[src/rtl/bridge_pkg.sv]
// Shared types and helpers for the bridge result path.
// Latency: n/a (declarations only).
// Backpressure: n/a.
package bridge_pkg;

   // Default block edge of the systolic array result blocks.
   localparam int BLOCK_SIZE_DEF = 2;

   // Read-side FSM of the output collector.
   typedef enum logic [0:0] {
      R_IDLE   = 1'b0,
      R_STREAM = 1'b1
   } rd_state_t;

   // Bits in one result block word.
   function automatic int word_width(input int data_width, input int block_size);
      return data_width * block_size * block_size;
   endfunction

endpackage

[src/rtl/bridge_sdp_ram.sv]
// Simple dual-port memory: port A writes, port B reads into an output register.
// Latency: 1 cycle from enb to doutb.
// Backpressure: doutb holds its value whenever enb=0.
//
// Ports:
//   clk, rst          clock, async active-high reset (output register only)
//   wea/addra/dina    write port
//   enb/addrb/doutb   registered read port
module bridge_sdp_ram #(
   parameter int WIDTH = 64,
   parameter int WORDS = 16,
   parameter int AW    = 4
) (
   input  logic             clk,
   input  logic             rst,
   input  logic             wea,
   input  logic [AW-1:0]    addra,
   input  logic [WIDTH-1:0] dina,
   input  logic             enb,
   input  logic [AW-1:0]    addrb,
   output logic [WIDTH-1:0] doutb
);

   logic [WIDTH-1:0] mem [WORDS];
   logic [WIDTH-1:0] doutb_d;
   logic [WIDTH-1:0] doutb_q;

   // Storage itself is never reset.
   always_ff @(posedge clk) begin
      if (wea) begin
         mem[addra] <= dina;
      end
   end

   always_comb begin
      doutb_d = doutb_q;
      if (enb) begin
         doutb_d = mem[addrb];
      end
   end

   always_ff @(posedge clk or posedge rst) begin
      if (rst) begin
         doutb_q <= '0;
      end else begin
         doutb_q <= doutb_d;
      end
   end

   assign doutb = doutb_q;

endmodule

[src/rtl/bridge_out_collector.sv]
// Double-buffered collector: captures C result blocks into two banks, streams each full bank out.
// Latency: bank-completing write at E0 -> out_valid high after E2; 1 word/cycle while out_ready=1.
// Backpressure: none on input (words dropped and overflow set when the target bank is full); output valid/ready.
//
// Ports:
//   clk, rst                         clock, async active-high reset
//   in_valid, in_data                one-cycle result block pulse
//   out_valid, out_ready, out_data   streamed block handshake
//   out_last                         final word of a matrix
//   bank_full[1:0], overflow         bank status, sticky drop flag
// Build option: BRIDGE_OUT_TRANSPOSE_EN selects column-major read order.
module bridge_out_collector
   import bridge_pkg::*;
#(
   parameter int DATA_WIDTH = 16,
   parameter int BLOCK_SIZE = BLOCK_SIZE_DEF,
   parameter int ROW_Y      = 4,
   parameter int COL_Y      = 2,
   localparam int WORD_WIDTH = word_width(DATA_WIDTH, BLOCK_SIZE),
   localparam int DEPTH      = ROW_Y * COL_Y,
   localparam int ADDR_WIDTH = $clog2(DEPTH)
) (
   input  logic                  clk,
   input  logic                  rst,
   input  logic                  in_valid,
   input  logic [WORD_WIDTH-1:0] in_data,
   output logic                  out_valid,
   input  logic                  out_ready,
   output logic [WORD_WIDTH-1:0] out_data,
   output logic                  out_last,
   output logic [1:0]            bank_full,
   output logic                  overflow
);

   localparam int AW1 = ADDR_WIDTH + 1;
   localparam logic [ADDR_WIDTH-1:0] LAST_ADDR = ADDR_WIDTH'(DEPTH - 1);
   localparam logic [ADDR_WIDTH-1:0] ROW_LAST  = ADDR_WIDTH'(ROW_Y - 1);
   localparam logic [ADDR_WIDTH-1:0] COL_LAST  = ADDR_WIDTH'(COL_Y - 1);
   localparam logic [ADDR_WIDTH-1:0] A_ONE     = ADDR_WIDTH'(1);
   localparam logic [AW1-1:0]        DEPTH_W   = AW1'(DEPTH);
   localparam logic [AW1-1:0]        LAST_W    = AW1'(DEPTH - 1);
   localparam logic [AW1-1:0]        COL_W     = AW1'(COL_Y);
   localparam logic [AW1-1:0]        W_ONE     = AW1'(1);

   logic                  wr_bank_q, wr_bank_d;
   logic [ADDR_WIDTH-1:0] wr_addr_q, wr_addr_d;
   logic [1:0]            bank_full_q, bank_full_d;
   logic                  overflow_q, overflow_d;
   rd_state_t             rd_state_q, rd_state_d;
   logic                  rd_bank_q, rd_bank_d;
   logic [ADDR_WIDTH-1:0] rd_r_q, rd_r_d;
   logic [ADDR_WIDTH-1:0] rd_c_q, rd_c_d;
   logic [AW1-1:0]        issued_q, issued_d;
   logic                  out_valid_q, out_valid_d;
   logic                  out_last_q, out_last_d;

   logic           hs, release_ev, wr_en, enb;
   logic [AW1-1:0] wr_ram_addr, rd_idx, rd_ram_addr;

   assign hs         = out_valid_q && out_ready;
   assign release_ev = hs && out_last_q;
   assign enb        = (rd_state_q == R_STREAM) && (issued_q < DEPTH_W) && (!out_valid_q || out_ready);

   // Write side. A release of the bank being targeted frees it in the same
   // cycle, so the incoming word is accepted rather than dropped.
   always_comb begin
      wr_bank_d   = wr_bank_q;
      wr_addr_d   = wr_addr_q;
      bank_full_d = bank_full_q;
      overflow_d  = overflow_q;
      wr_en       = in_valid && (!bank_full_q[wr_bank_q] || (release_ev && (rd_bank_q == wr_bank_q)));
      if (release_ev) begin
         bank_full_d[rd_bank_q] = 1'b0;
      end
      if (wr_en) begin
         if (wr_addr_q == LAST_ADDR) begin
            bank_full_d[wr_bank_q] = 1'b1;
            wr_bank_d              = ~wr_bank_q;
            wr_addr_d              = '0;
         end else begin
            wr_addr_d = wr_addr_q + A_ONE;
         end
      end else if (in_valid) begin
         overflow_d = 1'b1;
      end
   end

   assign wr_ram_addr = wr_bank_q ? (DEPTH_W + {1'b0, wr_addr_q}) : {1'b0, wr_addr_q};
   assign rd_idx      = ({1'b0, rd_r_q} * COL_W) + {1'b0, rd_c_q};
   assign rd_ram_addr = rd_bank_q ? (DEPTH_W + rd_idx) : rd_idx;

   // Read side: issue DEPTH reads, then wait for the last word to be taken.
   always_comb begin
      rd_state_d  = rd_state_q;
      rd_bank_d   = rd_bank_q;
      rd_r_d      = rd_r_q;
      rd_c_d      = rd_c_q;
      issued_d    = issued_q;
      out_valid_d = out_valid_q;
      out_last_d  = out_last_q;

      case (rd_state_q)
         R_IDLE: begin
            if (bank_full_q[rd_bank_q]) begin
               rd_state_d = R_STREAM;
            end
         end
         R_STREAM: begin
            if (release_ev) begin
               rd_state_d = R_IDLE;
               rd_bank_d  = ~rd_bank_q;
               issued_d   = '0;
               rd_r_d     = '0;
               rd_c_d     = '0;
            end
         end
         default: rd_state_d = R_IDLE;
      endcase

      if (enb) begin
         issued_d    = issued_q + W_ONE;
         out_valid_d = 1'b1;
         out_last_d  = (issued_q == LAST_W);
`ifdef BRIDGE_OUT_TRANSPOSE_EN
         // Column-major: walk down a block column before moving right.
         if (rd_r_q == ROW_LAST) begin
            rd_r_d = '0;
            rd_c_d = (rd_c_q == COL_LAST) ? '0 : rd_c_q + A_ONE;
         end else begin
            rd_r_d = rd_r_q + A_ONE;
         end
`else
         // Row-major: same order as arrival.
         if (rd_c_q == COL_LAST) begin
            rd_c_d = '0;
            rd_r_d = (rd_r_q == ROW_LAST) ? '0 : rd_r_q + A_ONE;
         end else begin
            rd_c_d = rd_c_q + A_ONE;
         end
`endif
      end else if (hs) begin
         out_valid_d = 1'b0;
      end
   end

   always_ff @(posedge clk or posedge rst) begin
      if (rst) begin
         wr_bank_q   <= 1'b0;
         wr_addr_q   <= '0;
         bank_full_q <= 2'b00;
         overflow_q  <= 1'b0;
         rd_state_q  <= R_IDLE;
         rd_bank_q   <= 1'b0;
         rd_r_q      <= '0;
         rd_c_q      <= '0;
         issued_q    <= '0;
         out_valid_q <= 1'b0;
         out_last_q  <= 1'b0;
      end else begin
         wr_bank_q   <= wr_bank_d;
         wr_addr_q   <= wr_addr_d;
         bank_full_q <= bank_full_d;
         overflow_q  <= overflow_d;
         rd_state_q  <= rd_state_d;
         rd_bank_q   <= rd_bank_d;
         rd_r_q      <= rd_r_d;
         rd_c_q      <= rd_c_d;
         issued_q    <= issued_d;
         out_valid_q <= out_valid_d;
         out_last_q  <= out_last_d;
      end
   end

   bridge_sdp_ram #(
      .WIDTH (WORD_WIDTH),
      .WORDS (2 * DEPTH),
      .AW    (AW1)
   ) u_ram (
      .clk   (clk),
      .rst   (rst),
      .wea   (wr_en),
      .addra (wr_ram_addr),
      .dina  (in_data),
      .enb   (enb),
      .addrb (rd_ram_addr),
      .doutb (out_data)
   );

   assign out_valid = out_valid_q;
   assign out_last  = out_last_q;
   assign bank_full = bank_full_q;
   assign overflow  = overflow_q;

endmodule
[config.mk]
export PLATFORM = sky130hd
export DESIGN_NAME = bridge_out_collector
export DESIGN_NICKNAME = d
export VERILOG_FILES = /design/src/rtl/bridge_pkg.sv /design/src/rtl/bridge_sdp_ram.sv /design/src/rtl/bridge_out_collector.sv
export SDC_FILE = /design/constraint.sdc
export NUM_CORES = 1
export LEC_CHECK = 0
export CAP_MARGIN = 0
export CORE_ASPECT_RATIO = 0.75
export CORE_MARGIN = 2
export CORE_UTILIZATION = 55
export CTS_CLUSTER_SIZE = 10
export DETAILED_ROUTE_END_ITERATION = 8
export PLACE_DENSITY = 0.83
export SYNTH_ARGS = -nofsm -noshare
export SYNTH_HDL_FRONTEND = slang
export SYNTH_SLANG_ARGS = --single-unit
export TNS_END_PERCENT = 30
[constraint.sdc]
create_clock -name clk -period 6.18 [get_ports clk]
set_input_delay 0.618 -clock clk [delete_from_list [all_inputs] [get_ports clk]]
set_output_delay 0.618 -clock clk [all_outputs]
set_load 0.1 [all_outputs]
==> key figures <==
Clock network
  • Clock Tree Root: clkbuf_16
  • Clock Latency Late Sink: 710 ps
  • Clock transition at the registers of the reported paths: 60 ps
  • CTS Buffer Depth: 3
  • Post_cts resized: 0
  • Post-CTS Repair Setup Buffers: 0
  • CTS tree: done
  • CTS Hold Bufs: 0
  • Clock H-tree levels: 3
  • TritonCTS sink count: 1109
  • Num CTS Buffers: 120

Global routing
  • Initial antenna violation count: 5
  • Vias in the first global route: ~22000
  • First-pass GRT wire length: between 100000 and 150000 um
  • Gr ovfl total: 0
  • Largest net degree at the start of global routing: 84
  • Overall routing resource usage: about a quarter

Logic synthesis
  • Synth Flop Type: edfxtp_1
  • Ys async rst share: 7.66%
  • Avg Cell Area, Syn: 22.2 um^2
  • Post-synth EDFFs: 1024
  • Synthesized cell area: between 40000 and 50000 um^2
  • Synth Register Bits: 1109
  • Syn_nets: between 1500 and 2000
  • Synthesis Warnings: 0
  • Post-synthesis sequential area ratio: 78.4%
  • Synth cell types: 37
  • Cells after Synth: 1893

STA
  • Worst slew pin tran: about 1300 ps
  • Final hold vios: 0
  • Clock skew: 33.2 ps
  • Slew Limit Headroom: 12.6%
  • Fin worst setup slack: roughly 2300 ps
  • Final Hold Slack: around 490 ps
  • Max Freq: around 260 MHz
  • Final setup vio count: 0
  • Fin crit share: 63.1%
  • Max-slew violations: 0
  • Post-layout min period: 3900 ps
  • RSZ-0062 raised after global routing: false

Route
  • DRC violations left: 0
  • DRT Pass-1 Iters: 6
  • DRT Wirelength: 99500 um
  • Routed via count: 20897
  • Post-DR wirelength/cell: ~31 um
  • Antenna-violating nets left: 0
  • Vias per inst: about 6.5
  • DRT iter0 DRCs: roughly 2800

Status
  • Status: finished, final reports clean

Final layout
  • Finished Core Util: around 64%
  • Final Cell Area: 48000 um^2
  • Share of layout cells above drive strength 1: 23.2%
  • Nets: 2161
  • Area grow syn2layout: 14.4%
  • Most common cell after layout, fill and taps aside: edfxtp_1
  • Most frequent cells in the layout: edfxtp_1, mux4_2, nand2_1

Place
  • Setup WS pre-CTS: 2060 ps
  • DP Area: 44500 um^2
  • Gpl congestion: 0.733
  • DPL Wire Length: 47600 um
  • Port bufs: 136

Floorplan
  • Core Box Area: 75300 um^2
  • Num rows: 87
  • Die W: 323 um
  • Die height: 243 um
  • Initial core utilization: 55.7%
  • Boundary pin count: 137
  • Die footprint: 78500 um^2

Worst setup path
  • Worst Path Class, Setup: register to register
  • CP Capture Type: register
  • FF-to-FF path depth: 8
  • Worst EP required: 6680 ps
  • Critical path fanouts, max: 55
  • Critical Path Start Type: register
  • Arrival time worst endpoint: 4400 ps

Power and ir drop
  • Switch Pwr: 7.91 mW
  • Sw Share: 34.1%
  • Int Pwr: around 15 mW
  • Maximum vdd drop: 0.422 mV
  • Clk network pwr share: 28.0%
  • Pwr dens: 484 nW/um^2
  • Register share of total power: 40.0%
  • Comb pwr share: roughly a third
  • Leak pwr: 15.3 nW

Run
  • Max_cap viols: 0

Worst hold path
  • Hold crit path type: register to register
  • Hold Crit Depth: 1
## path summary, 6_finish.rpt
check                                 startpoint                     endpoint  slack, ps
setup / recovery           rd_c_q[1]$_DFFE_PP0P_  u_ram.doutb[44]$_DFFE_PP0P_       2280
hold / removal              overflow$_DFFE_PP0P_         overflow$_DFFE_PP0P_        490
setup reg to reg           rd_c_q[1]$_DFFE_PP0P_  u_ram.doutb[44]$_DFFE_PP0P_       2280
hold reg to reg             overflow$_DFFE_PP0P_         overflow$_DFFE_PP0P_        490
max in group asynchronous                    rst        rd_c_q[0]$_DFFE_PP0P_       4360
min in group asynchronous                    rst  u_ram.doutb[25]$_DFFE_PP0P_        510
## registers in the layout, summed over array words and instances, names as in the netlist
| name | flops |
|---|---|
| out_last | 1 |
| rd_bank_q | 1 |
| overflow | 1 |
| rd_r_q | 3 |
| rd_state_q | 1 |
| u_ram.doutb | 64 |
| out_valid | 1 |
| issued_q | 4 |
| bank_full | 2 |
| wr_bank_q | 1 |
| wr_addr_q | 3 |
| u_ram.mem | 1024 |
| rd_c_q | 3 |
## power groups by stage
stage          clock network, mW  logic [mW]  registers, mW
2_1_floorplan                  0        4.00           10.8
3_3_place_gp                   0        7.16           9.36
3_5_place_dp                   0        7.33           9.40
4_1_cts                     6.56        7.47           9.28
5_1_grt                     6.84        7.80           9.32
6_report                    6.50        7.42           9.28
## cell type report
type / instances / area [um^2]
Sequential cell: 1109 / 32900
Clock buffer: 222 / 3410
Timing Repair Buffer: 169 / 1680
Clock inverter: 5 / 81.3
Fill cell: 4787 / 27400
Tap cell: 1023 / 1280
Multi-Input combinational cell: 677 / 8590
Antenna cell: 4 / 10.0
Inverter: 7 / 33.8
## through the flow
| step | TNS [ps] | std cells | power (mW) |
|---|---|---|---|
| final | 0 | 3216 | 23.2 |
| after global routing | 0 | 3215 | 24.0 |
| after global placement | 0 | 2985 | 16.5 |
| after floorplan | -33360 | 1893 | 14.8 |
| after detailed placement | 0 | 2985 | 16.7 |
| after CTS | 0 | 3212 | 23.3 |
## worst max-delay path, cell delays in order (launching register included)
cell and delay, ps:
dfrtp_1 490, ha_4 170, inv_1 40, fa_4 1370
buf_4 600, mux4_2 400, mux2_2 280, o22ai_1 120
a31oi_1 90
## synthesized netlist by cell type, types with 2 or more instances
cell type  instances  area, um^2
dfrtp_1           85        2130
buf_6             23         259
mux4_2           256        5770
ha_1               8         100
buf_1              3        11.3
buf_2             29         145
nor2_1             7        26.3
and3_1             8        50.1
nor2b_1            5        31.3
o21ai_0            9        45.0
nand3_1           12        60.1
mux2i_1            3        30.0
clkbuf_1          42         158
edfxtp_1        1024       30700
nor3_1             5        25.0
nand4_1            2        12.5
buf_4              3        22.5
a31oi_1           64         400
mux2_2            68         766
nand2b_1           5        31.3
o22ai_1           65         407
and2_1             2        12.5
inv_1              6        22.5
a22o_1             2        17.5
nand2_1          145         544
## metal layers
layer / wire length [um] / vias up / GRT usage [%]
met5: 11 / - / 0
met4: 2570 / 2 / 8.14
met3: 9140 / 185 / 4.92
met2: 50900 / 1372 / 42.8
met1: 36900 / 11017 / 35.3
li1: - / 8321 / -
## cell families (layout without fill, tap and decap cells)
logic type / after synthesis / after routing / synth area share (%)
simple gates: 192 / 192 / 1.91
other cells: 0 / 4 / 0
fa+ha+maj: 9 / 9 / 0.286
flops: 1109 / 1109 / 78.4
buf+inv: 107 / 403 / 1.48
xor+xnor: 2 / 2 / 0.0746
compound gates: 147 / 147 / 2.20
mux: 327 / 327 / 15.6
(Power assumes the default switching activity.)
